<file path="config.mk">
export PLATFORM = sky130hd
export DESIGN_NAME = event_barrier_ctrl_flat
export DESIGN_NICKNAME = d
export VERILOG_FILES = /design/src/rtl/event_barrier_ctrl_if.sv /design/src/rtl/event_barrier_ctrl.sv /design/src/flat_wrapper.sv
export SDC_FILE = /design/constraint.sdc
export NUM_CORES = 1
export LEC_CHECK = 0
export ABC_AREA = 1
export CAP_MARGIN = 0
export CORE_MARGIN = 5
export CORE_UTILIZATION = 40
export DETAILED_ROUTE_END_ITERATION = 8
export PLACE_DENSITY_LB_ADDON = 0.1
export RECOVER_POWER = 50
export SLEW_MARGIN = 10
export SYNTH_ARGS = -nofsm -noshare
export SYNTH_HDL_FRONTEND = slang
export SYNTH_SLANG_ARGS = --single-unit
</file>
<file path="constraint.sdc">
create_clock -name clk -period 3.1 [get_ports clk]
set_clock_uncertainty 0.05 [all_clocks]
set_input_delay 0.62 -clock clk [delete_from_list [all_inputs] [get_ports clk]]
set_output_delay 0.62 -clock clk [all_outputs]
set_load 0.03 [all_outputs]
</file>
<file path="src/rtl/event_barrier_ctrl_if.sv">
// event_barrier_ctrl_if: per-channel argument handshake bundle for the barrier controller.
// The s_* group carries arguments into the controller and the m_* group carries released
// arguments out. The controller connects through the slave modport and its environment
// connects through the master modport.
interface event_barrier_ctrl_if #(
    parameter int PORT_COUNT = 9,
    parameter int DATA_WIDTH = 32
);
    logic [PORT_COUNT*DATA_WIDTH-1:0] s_tdata;
    logic [PORT_COUNT-1:0]            s_tvalid;
    logic [PORT_COUNT-1:0]            s_tready;
    logic [PORT_COUNT*DATA_WIDTH-1:0] m_tdata;
    logic [PORT_COUNT-1:0]            m_tvalid;
    logic [PORT_COUNT-1:0]            m_tready;

    modport master (
        output s_tdata,
        output s_tvalid,
        input  s_tready,
        input  m_tdata,
        input  m_tvalid,
        output m_tready
    );

    modport slave (
        input  s_tdata,
        input  s_tvalid,
        output s_tready,
        output m_tdata,
        output m_tvalid,
        input  m_tready
    );
endinterface

</file>
<file path="src/rtl/event_barrier_ctrl.sv">
// event_barrier_ctrl: PORT_COUNT argument channels, each buffered in a DEPTH-entry FIFO.
// With ALIGN=1 a tuple is released only when every channel holds an entry, and all channels
// pop together. With ALIGN=0 every channel is an independent queue.
// Optional feature macro: EVENT_BARRIER_SKEW_MON_EN adds the sticky skew_err output, which
// flags one channel full while another is empty.
module event_barrier_ctrl #(
    parameter int PORT_COUNT = 9,
    parameter int DATA_WIDTH = 32,
    parameter int DEPTH      = 4,
    parameter int ALIGN      = 1,
    localparam int CW        = $clog2(DEPTH + 1)
) (
    input  logic                     clk,
    input  logic                     rst,
    event_barrier_ctrl_if.slave      bus,
    output logic [PORT_COUNT*CW-1:0] occupancy,
    output logic [PORT_COUNT-1:0]    barrier,
    output logic [15:0]              tuple_count
`ifdef EVENT_BARRIER_SKEW_MON_EN
    ,
    output logic                     skew_err
`endif
);

    localparam int            PW      = $clog2(DEPTH);
    localparam logic [CW-1:0] DEPTH_C = CW'(DEPTH);

    logic                  rst_done;
    logic [CW-1:0]         count      [PORT_COUNT];
    logic [CW-1:0]         count_next [PORT_COUNT];
    logic [PW-1:0]         wr_ptr     [PORT_COUNT];
    logic [PW-1:0]         rd_ptr     [PORT_COUNT];
    logic [DATA_WIDTH-1:0] mem        [PORT_COUNT][DEPTH];

    logic [PORT_COUNT-1:0] not_empty;
    logic [PORT_COUNT-1:0] full;
    logic [PORT_COUNT-1:0] push;
    logic [PORT_COUNT-1:0] pop;
    logic                  all_avail;
    logic                  release_tuple;
    logic                  tuple_inc;

    // Per-channel empty/full status taken straight from the registered counters.
    always_comb begin
        for (int i = 0; i < PORT_COUNT; i++) begin
            not_empty[i] = (count[i] != '0);
            full[i]      = (count[i] == DEPTH_C);
        end
    end

    // A tuple is available only when every channel holds at least one entry.
    assign all_avail     = &not_empty;
    assign release_tuple = all_avail & (&bus.m_tready);

    // Output valid is derived from registered counts only, so it never follows m_tready.
    assign bus.m_tvalid = (ALIGN != 0) ? {PORT_COUNT{all_avail}} : not_empty;

    // Aligned mode pops all channels together; independent mode pops per channel.
    assign pop = (ALIGN != 0) ? {PORT_COUNT{release_tuple}} : (not_empty & bus.m_tready);

    // The tuple counter tracks whole releases, or channel-0 pops in independent mode.
    assign tuple_inc = (ALIGN != 0) ? release_tuple : pop[0];

    // No full bypass: a full channel refuses a push even if it pops this cycle.
    assign bus.s_tready = {PORT_COUNT{rst_done}} & ~full;
    assign push         = bus.s_tvalid & bus.s_tready;

    // Next count per channel; simultaneous push and pop leaves it unchanged.
    always_comb begin
        for (int i = 0; i < PORT_COUNT; i++) begin
            count_next[i] = count[i];
            case ({push[i], pop[i]})
                2'b10:   count_next[i] = count[i] + CW'(1);
                2'b01:   count_next[i] = count[i] - CW'(1);
                default: count_next[i] = count[i];
            endcase
        end
    end

    // rst_done holds off s_tready until the first clock edge after reset release.
    always_ff @(posedge clk or negedge rst) begin
        if (!rst) begin
            rst_done <= 1'b0;
        end else begin
            rst_done <= 1'b1;
        end
    end

    // Counters, pointers, barrier flags and the tuple counter; reset discards buffered data.
    always_ff @(posedge clk or negedge rst) begin
        if (!rst) begin
            for (int i = 0; i < PORT_COUNT; i++) begin
                count[i]  <= '0;
                wr_ptr[i] <= '0;
                rd_ptr[i] <= '0;
            end
            barrier     <= '0;
            tuple_count <= '0;
        end else begin
            for (int i = 0; i < PORT_COUNT; i++) begin
                count[i]   <= count_next[i];
                barrier[i] <= (count_next[i] != '0);
                if (push[i]) begin
                    wr_ptr[i] <= wr_ptr[i] + PW'(1);
                end
                if (pop[i]) begin
                    rd_ptr[i] <= rd_ptr[i] + PW'(1);
                end
            end
            if (tuple_inc) begin
                tuple_count <= tuple_count + 16'd1;
            end
        end
    end

    // Entry storage has no reset; stale contents are unreachable once the pointers clear.
    always_ff @(posedge clk) begin
        for (int i = 0; i < PORT_COUNT; i++) begin
            if (push[i]) begin
                mem[i][wr_ptr[i]] <= bus.s_tdata[i*DATA_WIDTH +: DATA_WIDTH];
            end
        end
    end

    // Head entry of each channel is always presented; it is meaningless while empty.
    always_comb begin
        bus.m_tdata = '0;
        for (int i = 0; i < PORT_COUNT; i++) begin
            bus.m_tdata[i*DATA_WIDTH +: DATA_WIDTH] = mem[i][rd_ptr[i]];
        end
    end

    // Occupancy exports the raw per-channel counts.
    always_comb begin
        occupancy = '0;
        for (int i = 0; i < PORT_COUNT; i++) begin
            occupancy[i*CW +: CW] = count[i];
        end
    end

`ifdef EVENT_BARRIER_SKEW_MON_EN
    generate
        if (ALIGN != 0) begin : g_skew_mon
            logic any_full_next;
            logic any_empty_next;

            // Full and empty are exclusive per channel, so both flags set means two channels disagree.
            always_comb begin
                any_full_next  = 1'b0;
                any_empty_next = 1'b0;
                for (int i = 0; i < PORT_COUNT; i++) begin
                    if (count_next[i] == DEPTH_C) begin
                        any_full_next = 1'b1;
                    end
                    if (count_next[i] == '0) begin
                        any_empty_next = 1'b1;
                    end
                end
            end

            // Sticky skew flag, cleared only by reset.
            always_ff @(posedge clk or negedge rst) begin
                if (!rst) begin
                    skew_err <= 1'b0;
                end else if (any_full_next && any_empty_next) begin
                    skew_err <= 1'b1;
                end
            end
        end else begin : g_skew_off
            assign skew_err = 1'b0;
        end
    endgenerate
`endif

endmodule

</file>
<file path="src/flat_wrapper.sv">
// flat-port wrapper written by rule: the top's interface ports become plain ports
module event_barrier_ctrl_flat 
#(
    parameter int PORT_COUNT = 9,
    parameter int DATA_WIDTH = 32,
    parameter int DEPTH      = 4,
    parameter int ALIGN      = 1,
    localparam int CW        = $clog2(DEPTH + 1)
)
  (clk, rst, occupancy, barrier, tuple_count, bus_s_tdata, bus_s_tvalid, bus_s_tready, bus_m_tdata, bus_m_tvalid, bus_m_tready);
  event_barrier_ctrl_if #(.PORT_COUNT(PORT_COUNT), .DATA_WIDTH(DATA_WIDTH)) bus_i ();
  input  logic clk;
  input  logic rst;
  output logic [PORT_COUNT*CW-1:0] occupancy;
  output logic [PORT_COUNT-1:0] barrier;
  output logic [15:0] tuple_count;
  input wire logic [$bits(bus_i.s_tdata)-1:0] bus_s_tdata;
  input wire logic [$bits(bus_i.s_tvalid)-1:0] bus_s_tvalid;
  output wire logic [$bits(bus_i.s_tready)-1:0] bus_s_tready;
  output wire logic [$bits(bus_i.m_tdata)-1:0] bus_m_tdata;
  output wire logic [$bits(bus_i.m_tvalid)-1:0] bus_m_tvalid;
  input wire logic [$bits(bus_i.m_tready)-1:0] bus_m_tready;
  assign bus_i.s_tdata = bus_s_tdata;
  assign bus_i.s_tvalid = bus_s_tvalid;
  assign bus_s_tready = bus_i.s_tready;
  assign bus_m_tdata = bus_i.m_tdata;
  assign bus_m_tvalid = bus_i.m_tvalid;
  assign bus_i.m_tready = bus_m_tready;
  event_barrier_ctrl #(.PORT_COUNT(PORT_COUNT), .DATA_WIDTH(DATA_WIDTH), .DEPTH(DEPTH), .ALIGN(ALIGN)) u_core (.clk(clk), .rst(rst), .bus(bus_i), .occupancy(occupancy), .barrier(barrier), .tuple_count(tuple_count));
endmodule
</file>
# Word-level counts from Yosys, hierarchy flattened
# Memories as Yosys holds them, arrays and structs flattened.
# Cells that the tools add are included.
[word_totals]
regBits = 89
input_bits = 308
mem_bits_rw = 1152
mem_count = 1
out_inout_bits = 358
wordCells = 245
[memory_table]
columns = ["memory", "words", "word_bits", "rd", "rd_ports_with_merged_regs", "write_ports", "line", "text"]
rows = [
  ["u_core.mem", 9, 128, 9, 0, 9, "event_barrier_ctrl.sv:33", "logic [DATA_WIDTH-1:0] mem [PORT_COUNT][DEPTH];"],
]
[op_classes]
bitwise_logic = 22
n_addsub = 37
magnitude_cmp = 27
n_eq_ne = 27
reduce_logical = 29
muxes = 72
[op_table]
columns = ["op", "count"]
rows = [
  ["$mux 128", 9],
  ["$mux 32", 27],
  ["$bmux 32 s2", 9],
  ["$demux 32 s2", 9],
  ["$ge 3x3->1 const B", 18],
  ["$not 2->3", 18],
  ["$pmux 3 s2", 9],
  ["$reduce_bool 3->1", 18],
  ["$add 2x1->2 const B", 18],
  ["$add 3x1->3 const B", 9],
  ["$eq 3x3->1 const B", 9],
  ["$lt 3x1->1 const B", 9],
  ["$sub 3x1->3 const B", 9],
  ["$and 9x9->9", 2],
  ["$eq 2x1->1 const B", 9],
  ["$eq 2x2->1 const B", 9],
  ["$reduce_and 9->1", 2],
  ["$add 16x1->16 const B", 1],
  ["$logic_and 1x1->1", 9],
  ["$mux 1", 9],
  ["$not 9->9", 1],
  ["$and 1x1->1", 1],
]

# Depth between registers and ports, before layout
# Gate-level depths: netlist of the first run.
[logic_depth]
depth_word = 7
mapped_depth = 14
mapped_depth_nobuf = 14

# Worst setup path after synthesis of the first run
# Ideal clock, no wire load.
[synth_path]
kind = "reg-to-reg"
start = "register u_core.count, in the netlist u_core.occupancy[24]"
end = "memory u_core.mem[0][1024] (netlist name), enable pin"
setup_ns = 0.421
path_stages_with_launch = 5
slack_ns = -0.458
n_path_buf = 0
synth_period_minus_slack_ns = 3.558
t_required_ns = 2.629
t_arrival_ns = 3.087
cell_sequence = "dfrtp_1 inv_1 a31oi_1 nand2_1 nor2_1"
[synth_lines]
columns = ["element", "line", "text"]
rows = [
  ["from (decl)", "event_barrier_ctrl.sv:29", "logic [CW-1:0] count [PORT_COUNT];"],
  ["from (signal, indexed assignment)", "event_barrier_ctrl.sv:101", "count[i] <= count_next[i];"],
  ["to (decl)", "event_barrier_ctrl.sv:33", ""],
]

# Final worst setup path of the first run
[layout_path]
start = "register u_core.rd_ptr[6] (netlist name)"
end = "output port bus_m_tdata[163]"
[layout_between]
elab_chain_len = 4
[layout_rtl]
columns = ["element", "line", "text"]
rows = [
  ["from (decl)", "event_barrier_ctrl.sv:32", "logic [PW-1:0] rd_ptr [PORT_COUNT];"],
  ["from (signal, indexed assignment)", "event_barrier_ctrl.sv:107", "rd_ptr[i] <= rd_ptr[i] + PW'(1);"],
  ["$not 2->3 (not written as such)", "event_barrier_ctrl.sv:129", "bus.m_tdata[i*DATA_WIDTH +: DATA_WIDTH] = mem[i][rd_ptr[i]];"],
  ["$bmux 32 s2", "event_barrier_ctrl.sv:129", ""],
  ["$mux 32 (not written as such) (2 in series)", "event_barrier_ctrl.sv:129", ""],
  ["to (decl)", "flat_wrapper.sv:20", "output wire logic [$bits(bus_i.m_tdata)-1:0] bus_m_tdata;"],
]
# No other way between the ends. The select of a mux whose other input is x is not followed.

==> results of run 1 <==
timing repair:
action,in CTS,in global routing
endpoints found under the setup margin,214,59
gates resized for setup,203,42
setup buffers,0,3
hold buffers,1,0
hold endpoints to repair,56,0
power breakdown:
group / internal, mW / leakage, nW / switching (mW)
Clock: 9.29 / 2.12 / 6.30
Sequential: 20.3 / 11.5 / 0.582
Combinational: 2.98 / 8.04 / 6.37
registers in the layout, indices dropped and copies added (netlist names):
register / cells
u_core.mem: 1152
u_core.tuple_count: 16
u_core.barrier: 9
u_core.wr_ptr: 18
u_core.occupancy: 27
u_core.rd_ptr: 18
u_core.rst_done: 1
final cells by class:
class | instances | area share (%)
clock buffer | 188 | 6.198
clock inverter | 57 | 0.8969
antenna | 31 | 0.1270
tap | 1536 | 3.145
sequential | 1241 | 60.28
multi-input combinational | 1854 | 15.68
timing repair buffer | 806 | 12.84
inverter | 132 | 0.8313
cells by family after synthesis:
logic type / Yosys count
xor+xnor: 46
flops: 1241
other cells: 1
fa+ha+maj: 55
buf+inv: 335
simple gates: 842
compound gates: 910
path summary, 6_finish.rpt:
kind,startpoint,endpoint,slack (ps),depth (start not counted)
hold / removal,u_core.occupancy[24]$_DFF_PN0_,u_core.occupancy[24]$_DFF_PN0_,480,1
min in group asynchronous,rst,u_core.rd_ptr[15]$_DFFE_PN0N_,860,2
max in group asynchronous,rst,u_core.rd_ptr[10]$_DFFE_PN0N_,910,2
hold reg to reg,u_core.occupancy[24]$_DFF_PN0_,u_core.occupancy[24]$_DFF_PN0_,480,1
setup reg to reg,u_core.rst_done$_DFF_PN0_,u_core.barrier[1]$_DFF_PN0_,380,11
setup / recovery,u_core.rd_ptr[6]$_DFFE_PN0N_,bus_m_tdata[163],130,4
synth_stat cells, types with 7 or more instances:
master / number / area share [%]
a31oi_1: 7 / 0.092
ha_1: 46 / 1.2
nand3_1: 15 / 0.16
edfxtp_1: 1152 / 73
dfrtp_1: 89 / 4.7
xor2_1: 32 / 0.59
buf_4: 9 / 0.14
xnor2_1: 14 / 0.26
inv_1: 126 / 1.0
buf_2: 21 / 0.22
clkbuf_1: 162 / 1.3
o21ai_0: 595 / 6.3
nand2_1: 160 / 1.3
fa_1: 9 / 0.38
o22ai_1: 288 / 3.8
a21oi_1: 20 / 0.21
buf_1: 9 / 0.071
nor2_1: 652 / 5.2
worst max-delay path, cell delays in order (launching register included):
cell     delay (ps)
dfrtp_2         410
buf_8           360
o21ai_0         160
o22ai_1         440
buf_12          190
stage by stage:
step	util, %	setup slack, ps	cells	power, mW
3_3_place_gp	48.26	-92.33	5565	30.98
4_1_cts	51.81	1.011	5811	46.56
3_5_place_dp	48.26	-135.8	5565	31.04
6_report	51.82	125.5	5845	45.81
5_1_grt	51.78	0.2549	5829	47.93
2_1_floorplan	-	-458.3	3430	26.25
routing by layer:
| metal | routed length [um] | global-route usage, % |
|---|---|---|
| met1 | 50900 | 24.48 |
| met2 | 59630 | 31.66 |
| met3 | 11400 | 7.399 |
| met4 | 3740 | 5.952 |
| met5 | 103 | 0 |
==> results.py, run 1 <==
metrics = {
    "clock_network": {
        "clk_path_buf_depth": 3,
        "root_buffer": "clkbuf_16",
        "clk_pin_slew_ps": 60,
        "worstSkewPairLatency_ps": 720,
        "cts_made_buffers": 138,
        "cts_tree": "built",
        "h-tree-depth": 4,
        "clock-sinks": 1241,
    },
    "worst_setup_path": {
        "worstPathMaxFanout": 66,
        "cp.arrival_ps": 2300,
        "startpoint_type": "flip-flop",
        "crit_path_end_kind": "output port",
        "required_ps": 2430,
        "critPathKind": "flip-flop to output port",
    },
    "detailed_routing": {
        "final_antenna_net_count": 0,
        "avgViaCountPerCell": 5.055,
        "drc": 0,
        "drt_iter0_markers": 2037,
        "drt-total-wl_um": 125800,
        "vias": 29550,
        "wl_per_cell_um": 21.52,
        "dr.pass1.iters": 5,
    },
    "final_layout": {
        "final_area_um2": 61100,
        "final_cell_mix": "edfxtp_1 (1152), nor2_1 (617), o21ai_0 (595), dlygate4sd3_1 (290), o22ai_1 (283)",
        "finalNetCount": 4536,
        "final_common_cell": "edfxtp_1",
        "regArea_um2": 36830,
        "syn_to_final_growth_pct": 28.67,
        "multi_input_area_um2": 9583,
        "drive_gt1_share_pct": 12.41,
        "fill_cells": 10140,
    },
    "placed_design": {
        "postPlaceCellArea_um2": 56910,
        "io_buffers": 665,
        "gp_congestion": 0.7715,
        "hpwl_um": 80970,
    },
    "timing": {
        "rsz0062_at_grt": "no",
        "period_minus_slack_ps": 2975,
        "tightest_slew_ps": 1739,
        "fin_crit_sh_pct": 95.95,
        "slew_viol_final": 57,
        "max_freq_mhz": 336.2,
        "tns_ps": 0,
        "hold_viol": 0,
        "fin_hold_ws_ps": 477.5,
        "maxSlewHeadroom_pct": -15.96,
        "setup_viol": 0,
    },
    "die": {
        "start_util_pct": 40.27,
        "core_um2": 117900,
        "die_area_um2": 125700,
        "io_pins": 666,
        "die_y_um": 354.6,
        "std_cell_rows": 126,
        "die_w_um": 354.6,
    },
    "global_route": {
        "grt-ovfl-total": 0,
        "grtUsageTotal_pct": 19.53,
        "grt_max_degree": 67,
        "grt_antenna_before_repair": 71,
        "grt_pass1_vias": 29040,
        "grt_first_pass_wirelength_um": 185700,
    },
    "yosys": {
        "synth_area_um2": 47490,
        "synth_fa_ha_area_share_pct": 1.591,
        "synth_cells": 3430,
        "synthArstFlopShare_pct": 7.172,
        "synth_flop_cell": "edfxtp_1",
        "synth_compound_area_share_pct": 10.37,
        "yosysSeqAreaShare_pct": 77.53,
        "synth_mux_area_share_pct": 0,
        "synth-xor-area-share_pct": 0.8484,
        "synth-edff-count": 1152,
        "syn_nets": 3793,
        "synth-simple-area-share_pct": 6.847,
        "synth.avg_cell_area_um2": 13.85,
        "yosysWarningCount": 0,
        "synth-seq-cells": 1241,
        "synth_top_family_by_area": "compound AO/OA/AOI/OAI gates",
        "netlist-cell-type-count": 29,
    },
    "power_and_ir_drop": {
        "leakage_nw": 21.66,
        "max-vdd-ir-drop_uv": 722.1,
        "powerDensity_nw_per_um2": 749.7,
    },
    "run_status": {
        "violations": "max-capacitance violations, max-slew violations",
        "status": "finished, violations left",
    },
    "flow_run": {
        "maxCapViolations": 1,
    },
    "hold_path": {
        "min_path_type": "flip-flop to flip-flop",
    },
}
Power figures use the tool's default switching activity.
==> run 2, diff against run 1 <==
--- a/config.mk
+++ b/config.mk
@@ -7,7 +7,7 @@
 export LEC_CHECK = 0
 export ABC_AREA = 1
 export CAP_MARGIN = 0
-export CORE_MARGIN = 5
+export CORE_MARGIN = 1
 export CORE_UTILIZATION = 40
 export DETAILED_ROUTE_END_ITERATION = 8
 export PLACE_DENSITY_LB_ADDON = 0.1
==> constraint.sdc (replaced) <==
create_clock -name clk -period 2.74 [get_ports clk]
set_clock_uncertainty 0.05 [all_clocks]
set_input_delay 0.548 -clock clk [delete_from_list [all_inputs] [get_ports clk]]
set_output_delay 0.548 -clock clk [all_outputs]
set_load 0.03 [all_outputs]
==> run 2 against run 1 <==
Effect of this change:
- the run now ends clean
- critical endpoint is now tuple_count[3]
- sequential power rose by 13%
- wire length rose by 4.1%
- critical path depth fell by 3
- utilization rose by 1.9 points
- non-clock buffer count rose by 119
- clock power rose by 11%
==> results.py, run 2 (synthesized netlist as in run 1, its figures left out) <==
metrics = {
    "power_and_ir_drop": {
        "finalPower_mw": 53.48,
        "leakage_nw": 22.67,
        "powerDensity_nw_per_um2": 844.9,
        "max-vdd-ir-drop_uv": 624.8,
    },
    "timing": {
        "period_minus_slack_ps": 2673,
        "max_freq_mhz": 374.1,
        "tightest_slew_ps": 1126,
        "tns_ps": 0,
        "hold_viol": 0,
        "maxSlewHeadroom_pct": 24.91,
        "fin_crit_sh_pct": 97.56,
        "slew_viol_final": 0,
        "setup_viol": 0,
        "rsz0062_at_grt": "yes",
        "fin_hold_ws_ps": 469.7,
    },
    "detailed_routing": {
        "wl_per_cell_um": 21.96,
        "dr.pass1.iters": 5,
        "vias": 30510,
        "drt_iter0_markers": 1797,
        "final_antenna_net_count": 0,
        "drt-total-wl_um": 130900,
        "drc": 0,
        "avgViaCountPerCell": 5.117,
    },
    "worst_setup_path": {
        "crit_path_end_kind": "output port",
        "required_ps": 2140,
        "cpMaxStageDelayCell": "clkdlybuf4s50_1",
        "critPathKind": "flip-flop to output port",
        "reg2reg_to": "u_core.barrier[2]$_DFF_PN0_",
        "path_delay_family": "buffers and inverters",
        "r2r_setup_slack_ps": 180,
        "r2r_cells": 16,
        "worstPathMaxFanout": 5,
        "max_stage_delay_ps": 860,
        "r2r_start": "u_core.occupancy[26]$_DFF_PN0_",
        "cp.buffers_inverters": 1,
        "cp.arrival_ps": 2080,
        "startpoint_type": "flip-flop",
        "worstPathCellList": "clkdlybuf4s50_1",
    },
    "die": {
        "std_cell_rows": 126,
        "start_util_pct": 40.27,
        "die_y_um": 346.6,
        "io_pins": 666,
        "die_area_um2": 120100,
        "core_um2": 117900,
        "die_w_um": 346.6,
    },
    "global_route": {
        "grt_antenna_before_repair": 61,
        "grtUsageTotal_pct": 20.75,
        "grt_pass1_vias": 29280,
        "grt-ovfl-total": 0,
        "grt_first_pass_wirelength_um": 186400,
        "grt_max_degree": 67,
    },
    "hold_path": {
        "hold_path.startpoint": "bus_s_tdata[172]",
        "min_path_type": "primary input to flip-flop",
        "worstHoldEndpoint": "u_core.mem[0][684]$_DFFE_PP_",
        "min_path_cells": 1,
    },
    "final_layout": {
        "final_common_cell": "edfxtp_1",
        "layout.cells.non_filler": 5962,
        "largest_reg_flops": 1152,
        "multi_input_area_um2": 10040,
        "final_cell_mix": "edfxtp_1 (1152), nor2_1 (605), o21ai_0 (527), dlygate4sd3_1 (289), buf_4 (277)",
        "finalNetCount": 4652,
        "drive_gt1_share_pct": 20.52,
        "fill_cells": 9975,
        "syn_to_final_growth_pct": 33.29,
        "final_core_util_pct": 53.68,
        "regArea_um2": 36830,
    },
    "clock_network": {
        "clk_pin_slew_ps": 60,
        "clock-sinks": 1241,
        "clk_path_buf_depth": 3,
        "worstSkewPairLatency_ps": 730,
        "root_buffer": "clkbuf_16",
        "cts_made_buffers": 135,
        "cts_tree": "built",
        "h-tree-depth": 4,
    },
    "flow_run": {
        "maxCapViolations": 0,
    },
    "placed_design": {
        "hpwl_um": 78210,
        "io_buffers": 665,
        "gp_congestion": 0.7689,
        "placed_cells": 5595,
    },
    "run_status": {
        "status": "finished clean",
    },
}
-- run 2: cell types whose count changed in the layout (fill, tap and decap cells not counted), sizes merged --
cell	delta
buf	+281
bufbuf	+7
bufinv	-5
clkbuf	-10
clkdlybuf4s15	-9
clkdlybuf4s50	+1
clkinv	-1
clkinvlp	+5
dlygate4sd2	-154
dlygate4sd3	-1
inv	+3
-- run 2: through the flow --
step	setup slack (ps)	cell area, um^2
4_1_cts	-105.8	62600
3_5_place_dp	-441.4	57430
2_1_floorplan	-316.1	47640
6_report	66.79	63300
5_1_grt	-80.19	63260
3_3_place_gp	-388.0	57430
-- run 2: repair_timing --
item | in CTS | in global routing
buffers inserted | 38 | 21
hold buffers | 1 | 0
endpoints found under the hold margin | 35 | 0
endpoints found under the setup margin | 271 | 147
pin swaps | 18 | 35
gates cloned | 15 | 18
resized for setup | 729 | 240
-- run 2: power breakdown --
| group | internal [mW] | total [mW] | leakage (nW) | switching (mW) |
|---|---|---|---|---|
| Clock | 10.0 | 17.3 | 2.04 | 7.26 |
| Sequential | 22.9 | 23.6 | 11.5 | 0.635 |
| Combinational | 4.77 | 12.6 | 9.11 | 7.86 |
| Total | 37.7 | 53.5 | 22.7 | 15.8 |
-- run 2: cell type report --
class,instances,share of cell area (%)
antenna,31,0.1225
multi-input combinational,1854,15.86
tap,1536,3.036
inverter,132,0.8341
clock inverter,59,0.6878
clock buffer,184,5.957
timing repair buffer,925,15.32
sequential,1241,58.19
-- run 2: worst max-delay path by stage --
stage / from / endpoint / slack (ps) / depth (start not counted)
after floorplan: u_core.occupancy[1]$_DFF_PN0_ / u_core.mem[0][0]$_DFFE_PP_ / -320 / 4
after global placement: bus_m_tready[8] / u_core.barrier[7]$_DFF_PN0_ / -390 / 14
after detailed placement: bus_m_tready[8] / u_core.barrier[8]$_DFF_PN0_ / -440 / 14
after CTS: u_core.rd_ptr[16]$_DFFE_PN0N_ / bus_m_tdata[14] / -110 / 5
after global routing: u_core.occupancy[24]$_DFF_PN0_ / bus_m_tvalid[4] / -80 / 9
final: u_core.tuple_count[3]$_DFFE_PN0N_ / tuple_count[3] / 70 / 1
-- run 2: per-layer routing --
layer	wire, um	vias up	track usage (%)
met3	10910	235	7.364
met1	53220	15000	25.79
met5	188	-	0
met2	62930	881	33.41
met4	3673	30	7.423
li1	-	14360	-
